File: src/rtl/fetch_unit.sv
// fetch_unit: single-outstanding instruction fetch with a one-entry skid buffer.
// The predictor's verdict on the held instruction steers the next fetch PC.
module fetch_unit #(
    parameter logic [31:0] RESET_PC = 32'h0000_0000,
    parameter logic [31:0] NOP_INST = 32'h0000_0013
) (
    input  logic        clk,
    input  logic        rst,
    input  logic        jump_flag_i,
    input  logic [31:0] jump_addr_i,
    input  logic        hold_i,
    input  logic        bp_isbranch_i,
    input  logic [31:0] bp_branch_addr_i,
    output logic        ibus_req_o,
    output logic [31:0] ibus_addr_o,
    input  logic        ibus_gnt_i,
    input  logic        ibus_rvalid_i,
    input  logic [31:0] ibus_rdata_i,
    output logic        inst_valid_o,
    output logic [31:0] inst_o,
    output logic [31:0] inst_addr_o
);
    typedef enum logic [2:0] {S_REQ, S_WAIT, S_FULL, S_PRED, S_FLUSH} state_e;
    state_e      state_q;
    logic [31:0] pc_q, inst_q, addr_q, buf_inst_q, buf_addr_q, req_addr_q;
    logic        valid_q, buf_valid_q, consume;
    assign consume      = valid_q && !hold_i;
    assign ibus_req_o   = !rst && state_q == S_REQ;
    assign ibus_addr_o  = pc_q;
    assign inst_valid_o = valid_q;
    assign inst_o       = inst_q;
    assign inst_addr_o  = addr_q;
    always_ff @(posedge clk) begin
        if (rst) begin
            state_q     <= S_REQ;
            pc_q        <= RESET_PC;
            valid_q     <= 1'b0;
            inst_q      <= NOP_INST;
            addr_q      <= 32'h0;
            buf_valid_q <= 1'b0;
            buf_inst_q  <= NOP_INST;
            buf_addr_q  <= 32'h0;
            req_addr_q  <= RESET_PC;
        end else if (jump_flag_i) begin
            pc_q        <= jump_addr_i;
            valid_q     <= 1'b0;
            inst_q      <= NOP_INST;
            addr_q      <= 32'h0;
            buf_valid_q <= 1'b0;
            case (state_q)
                S_REQ:   state_q <= ibus_gnt_i ? S_FLUSH : S_REQ;
                // A response still owed to the bus must be drained before refetching.
                S_WAIT:  state_q <= ibus_rvalid_i ? S_REQ : S_FLUSH;
                S_FLUSH: state_q <= ibus_rvalid_i ? S_REQ : S_FLUSH;
                default: state_q <= S_REQ;
            endcase
        end else begin
            if (consume) valid_q <= 1'b0;
            case (state_q)
                S_REQ: if (ibus_gnt_i) begin
                    req_addr_q <= pc_q;
                    state_q    <= S_WAIT;
                end
                S_WAIT: if (ibus_rvalid_i) begin
                    if (!valid_q || consume) begin
                        inst_q  <= ibus_rdata_i;
                        addr_q  <= req_addr_q;
                        valid_q <= 1'b1;
                        state_q <= S_PRED;
                    end else begin
                        buf_inst_q  <= ibus_rdata_i;
                        buf_addr_q  <= req_addr_q;
                        buf_valid_q <= 1'b1;
                        state_q     <= S_FULL;
                    end
                end
                S_FULL: if (buf_valid_q && consume) begin
                    inst_q      <= buf_inst_q;
                    addr_q      <= buf_addr_q;
                    valid_q     <= 1'b1;
                    buf_valid_q <= 1'b0;
                    state_q     <= S_PRED;
                end
                S_PRED: begin
                    pc_q    <= bp_isbranch_i ? bp_branch_addr_i : addr_q + 32'd4;
                    state_q <= S_REQ;
                end
                S_FLUSH: if (ibus_rvalid_i) state_q <= S_REQ;
                default: state_q <= S_REQ;
            endcase
        end
    end
endmodule
File: config.mk
export PLATFORM = sky130hd
export DESIGN_NAME = fetch_unit
export DESIGN_NICKNAME = d
export VERILOG_FILES = /design/src/rtl/fetch_unit.sv
export SDC_FILE = /design/constraint.sdc
export NUM_CORES = 1
export LEC_CHECK = 0
export BUFFER_PORTS_ARGS = -buffer_cell sky130_fd_sc_hd__buf_2
export CAP_MARGIN = 20
export CORE_ASPECT_RATIO = 1.1
export CORE_MARGIN = 5
export CORE_UTILIZATION = 50
export CTS_BUF_LIST = sky130_fd_sc_hd__clkbuf_2 sky130_fd_sc_hd__clkbuf_4 sky130_fd_sc_hd__clkbuf_8
export DETAILED_ROUTE_END_ITERATION = 7
export PLACE_DENSITY = 0.85
export SYNTH_ARGS = -nofsm -noshare
export SYNTH_HDL_FRONTEND = slang
export SYNTH_SLANG_ARGS = --single-unit
File: constraint.sdc
create_clock -name clk -period 2.1 [get_ports clk]
set_input_delay 0.105 -clock clk [delete_from_list [all_inputs] [get_ports clk]]
set_output_delay 0.105 -clock clk [all_outputs]
set_load 0.05 [all_outputs]
# Word level (Yosys, flattened, before mapping)
# Index checks and enable logic that the tools add are counted.
[word_totals] input_bits=103 mem_bits_rw=0 rom_bits=0 wordCells=71 out_inout_bits=98 register_bits=197 latch_bits=0 n_memories=0
[op_classes] bitwise=2 n_shift=0 eq_ne=12 div=0 addsub=1 reduce_logical=17 muxes=30 order_cmp=0 n_mul=0
[op_table] op="$mux 32" count=9
[op_table] op="$pmux 32 s2" count=2
[op_table] op="$add 32x3->32 const B" count=1
[op_table] op="$mux 3" count=7
[op_table] op="$reduce_and 4->1" count=4
[op_table] op="$ne 3x3->1 const B" count=4
[op_table] op="$pmux 3 s4" count=1
[op_table] op="$mux 1" count=8
[op_table] op="$ne 2x2->1 const B" count=4
[op_table] op="$eq 3x2->1 const B" count=2
[op_table] op="$pmux 3 s2" count=1
[op_table] op="$pmux 1 s2" count=2
[op_table] op="$reduce_bool 2->1" count=2
[op_table] op="$reduce_or 2->1" count=2
[op_table] op="$eq 3x1->1 const B" count=1
[op_table] op="$eq 3x3->1 const B" count=1
[op_table] op="$logic_and 1x1->1" count=3
[op_table] op="$logic_not 1->1" count=3
[op_table] op="$logic_not 3->1" count=1
[op_table] op="$reduce_and 3->1" count=1
[op_table] op="$not 1->1" count=2
[op_table] op="$logic_or 1x1->1" count=1

# Logic depth before layout (Yosys ltp)
[depth] depth_word=7 mapped_depth=9 depth_no_buf=6

# Least setup slack after synthesis
# No wires, ideal clock.
[synth_path] path_type="register to register" from="reg addr_q[15] (netlist: inst_addr_o[15])" to="reg pc_q[23] (netlist: ibus_addr_o[23])" t_arrival_ns=2.029 period_less_slack_ns=2.161 path_stages_with_launch=7 setup_ns=0.132 setup_slack_ns=-0.061 required_ns=1.968 n_path_buf=1 path_cell_list="dfxtp_1 > nand4_2 > or3_1 > buf_6 > o31a_2 > o21ai_0 > a21oi_1"
[synth_via] elab_chain_cells=4
[synth_lines] item="start, declared" line="25" rtl="logic [31:0] pc_q, inst_q, addr_q, buf_inst_q, buf_addr_q, req_addr_q;"
[synth_lines] item="start signal, assigned" line="67" rtl="addr_q <= req_addr_q;"
[synth_lines] item="start signal, assigned" line="79" rtl="addr_q <= buf_addr_q;"
[synth_lines] item="$add 32x3->32" line="85" rtl="pc_q <= bp_isbranch_i ? bp_branch_addr_i : addr_q + 32'd4;"
[synth_lines] item="$mux 32" line="85"
[synth_lines] item="$mux 32" line="59" rtl="case (state_q)"
[synth_lines] item="$mux 32" line="44" rtl="end else if (jump_flag_i) begin"
[synth_lines] item="end signal, assigned" line="45" rtl="pc_q <= jump_addr_i;"
[synth_lines] item="end signal, assigned" line="85"
[synth_lines] item="end, declared" line="25"
# Every way passes these cells. The select of a mux whose other input is x is not followed.
# A chain may end at the register's enable or synchronous reset.

# Worst setup path in the final report
[layout_path] from="reg addr_q[20] (netlist: inst_addr_o[20])" to="reg pc_q[23] (netlist: ibus_addr_o[23])"
# Same word-level chain as after synthesis.

==> impl_metrics.toml <==
[sta]
setup_ws_ns = 0.158
setup_violations = 0
slew_headroom_pct = 57.3
min_period_ns = 1.94
whs_ns = 0.0108
tightest_slew_ns = 0.633
fmax_ghz = 0.515
period_share_pct = 92.5
final-hold-violation-count = 0
slew_violations = 0
rsz0062_at_grt = "no"
setup_tns_ns = 0
clock_skew_ns = 0.0153

[synth]
ys_async_sr_fraction_pct = 0
synth_area_sq_um = 8880
synth_edf_count = 0
syn_area_per_cell_sq_um = 8.23
synth_seq_cells = 197
syn_nets = 1182
ys.warnings.count = 0
yosysSeqAreaShare_pct = 44.4
ys_types = 60
synthCells = 1078
yosys_most_used_dff = "dfxtp_1"

[global_routing]
grt_pass1_vias = 8359
grt_antenna_before_repair = 4
grt_pass1_wl_microns = 43000
grt_usage_pct = 26.3
grt_overflow_total = 0
grt_max_degree = 65

[layout]
nFillCells = 1458
regArea_sq_um = 3950
final_cell_mix = "nand2_1, buf_2, dfxtp_1"
layout-drive-gt1-share_pct = 22.1
n_antenna_cell = 0
layout.cells.non_filler = 1553
area_delta_synth_final_pct = 24.8
final_common_cell = "nand2_1"
final_nets = 1407
multi_input_area_sq_um = 4440
finalInstanceArea_sq_um = 11100

[floorplan]
row_count = 51
io_pins = 201
core_sq_um = 17600
die_h_microns = 150
start_util_pct = 50.4
die_w_microns = 137
die-area_sq_um = 20500

[worst_setup_path]
crit_fanout = 8
crit_path_end_kind = "register"
critPathKind = "register to register"
crit_end = "ibus_addr_o[23]"
crit_arrival_ns = 2.30
worstRegToRegCells = 5
ff2ff_setup_slack_ns = 0.16
required_ns = 2.46
startpoint = "inst_addr_o[20]"
start_kind = "register"
r2r_end = "ibus_addr_o[23]"
worstReg2RegStart = "inst_addr_o[20]"

[placement]
dp_hpwl_microns = 17900
portBuffers = 200
gp_congestion = 0.877
dpl_cell_area_sq_um = 10100
placedCellCount = 1465
post-place-ws_ns = 0.0843

[drt]
vias_per_cell = 5.70
wirelength_microns = 27400
wire_per_inst_microns = 17.7
first_pass_iters = 5
drt_iter0_drc = 731
num_vias = 8846
drc = 0
drt.antenna.violating_nets = 0

[clocking]
clockBufferDepth = 2
insertion_delay_ns = 0.47
clockRootBuffer = "clkbuf_8"
postCtsSetupBuffers = 0
htreeDepth = 4
clkSinkCount = 197
numCtsBuffers = 17
clk_pin_slew_ns = 0.10
cts_tree = "done"

[outcome]
status = "finished, final reports clean"

[power_and_ir_drop]
irDropWorstVdd_v = 0.000462
power.density_nw_per_um2 = 664
leakage_nw = 4.06

[flow_run]
drv_cap = 0

[min_path]
hp-class = "input pin to register"
-- kinds of logic (layout without fill, tap and decap cells) --
logic type	count (synthesis)	after routing	share of synthesized area (%)
muxes	72	72	8.15
and+or+nand+nor	418	418	20.5
xor gates and xnor gates	23	23	2.27
DFF	197	197	44.4
adders and majority gates	1	1	0.141
buffers and inverters	100	337	5.91
AOI/OAI and AO/OA	267	267	18.6
-- repair_timing --
action | 4_1_cts | 5_1_grt
endpoints found under the setup margin | 0 | 2
hold buffers | 57 | 0
hold endpoints to repair | 89 | 0
resized for setup | 0 | 4
-- worst max-delay path, stage by stage, from the launching register on --
cell	delay (ns)
dfxtp_1	0.53
nand4_1	0.16
or3_1	0.49
o31a_2	0.37
o21ai_0	0.19
a21oi_1	0.09
-- report_power, final --
part	leakage (nW)	internal (mW)	switching (mW)
logic	2.26	0.362	0.640
clock network	0.201	1.12	1.33
registers	1.60	3.82	0.0861
total	4.06	5.30	2.05
-- synthesized netlist by cell type, types with 2 or more instances --
master | number | area share (%)
a211oi_1 | 71 | 6.0
a21o_1 | 2 | 0.17
a21oi_1 | 130 | 7.3
a221oi_1 | 4 | 0.39
a222oi_1 | 3 | 0.34
and2_1 | 2 | 0.14
and3_1 | 3 | 0.21
and4_1 | 7 | 0.69
buf_2 | 34 | 1.9
buf_4 | 3 | 0.25
buf_6 | 2 | 0.25
clkbuf_1 | 42 | 1.8
clkbuf_8 | 6 | 0.93
dfxtp_1 | 197 | 44
inv_1 | 10 | 0.42
mux2_2 | 2 | 0.25
mux2i_1 | 70 | 7.9
nand2_1 | 231 | 9.8
nand2b_1 | 4 | 0.28
nand3_1 | 27 | 1.5
nand3b_1 | 4 | 0.34
nand4_1 | 10 | 0.70
nor2_1 | 96 | 4.1
nor3_1 | 14 | 0.79
nor3b_1 | 5 | 0.42
nor4_1 | 4 | 0.28
o2111ai_1 | 2 | 0.20
o211ai_1 | 10 | 0.85
o21ai_0 | 24 | 1.4
o22ai_1 | 7 | 0.49
or3_1 | 2 | 0.14
xnor2_1 | 20 | 2.0
xor2_1 | 3 | 0.30
-- sequential cells by signal, indices dropped and copies added, names as in the netlist --
signal / count
inst_addr_o: 32
ibus_addr_o: 32
req_addr_q: 32
buf_valid_q: 1
buf_addr_q: 32
inst_o: 32
inst_valid_o: 1
state_q: 3
buf_inst_q: 32
-- worst min-delay path by stage --
stage	start	endpoint	slack, ns	cells past startpoint
2_1_floorplan	ibus_rdata_i[0]	buf_inst_q[0]	0.23	2
3_3_place_gp	ibus_rdata_i[4]	buf_inst_q[4]	0.33	3
3_5_place_dp	ibus_rdata_i[4]	buf_inst_q[4]	0.34	3
4_1_cts	rst	ibus_addr_o[1]	0.0003	2
5_1_grt	rst	ibus_addr_o[1]	0.009	2
6_report	rst	ibus_addr_o[1]	0.01	2
-- stage by stage --
stage               utilization [%]  power [mW]
floorplan                         -        4.57
global placement               57.4        4.87
detailed placement             57.4        4.89
CTS                            62.8        7.36
global route                   62.9        7.62
finish                         62.9        7.35
-- metal layers --
metal  wire [microns]  global-route usage [%]
met2            12900                    42.7
met5               45                       0
met4              817                    9.18
met3             2640                    8.78
met1            11000                    32.5
-- cell type report --
class	count	area share, %
clock buffer	20	2.37
clock inverter	11	1.14
inverter	10	0.339
multi-input combinational	781	40.1
sequential	197	35.7
tap	238	2.69
timing repair buffer	296	17.7
(Power assumes the default switching activity.)
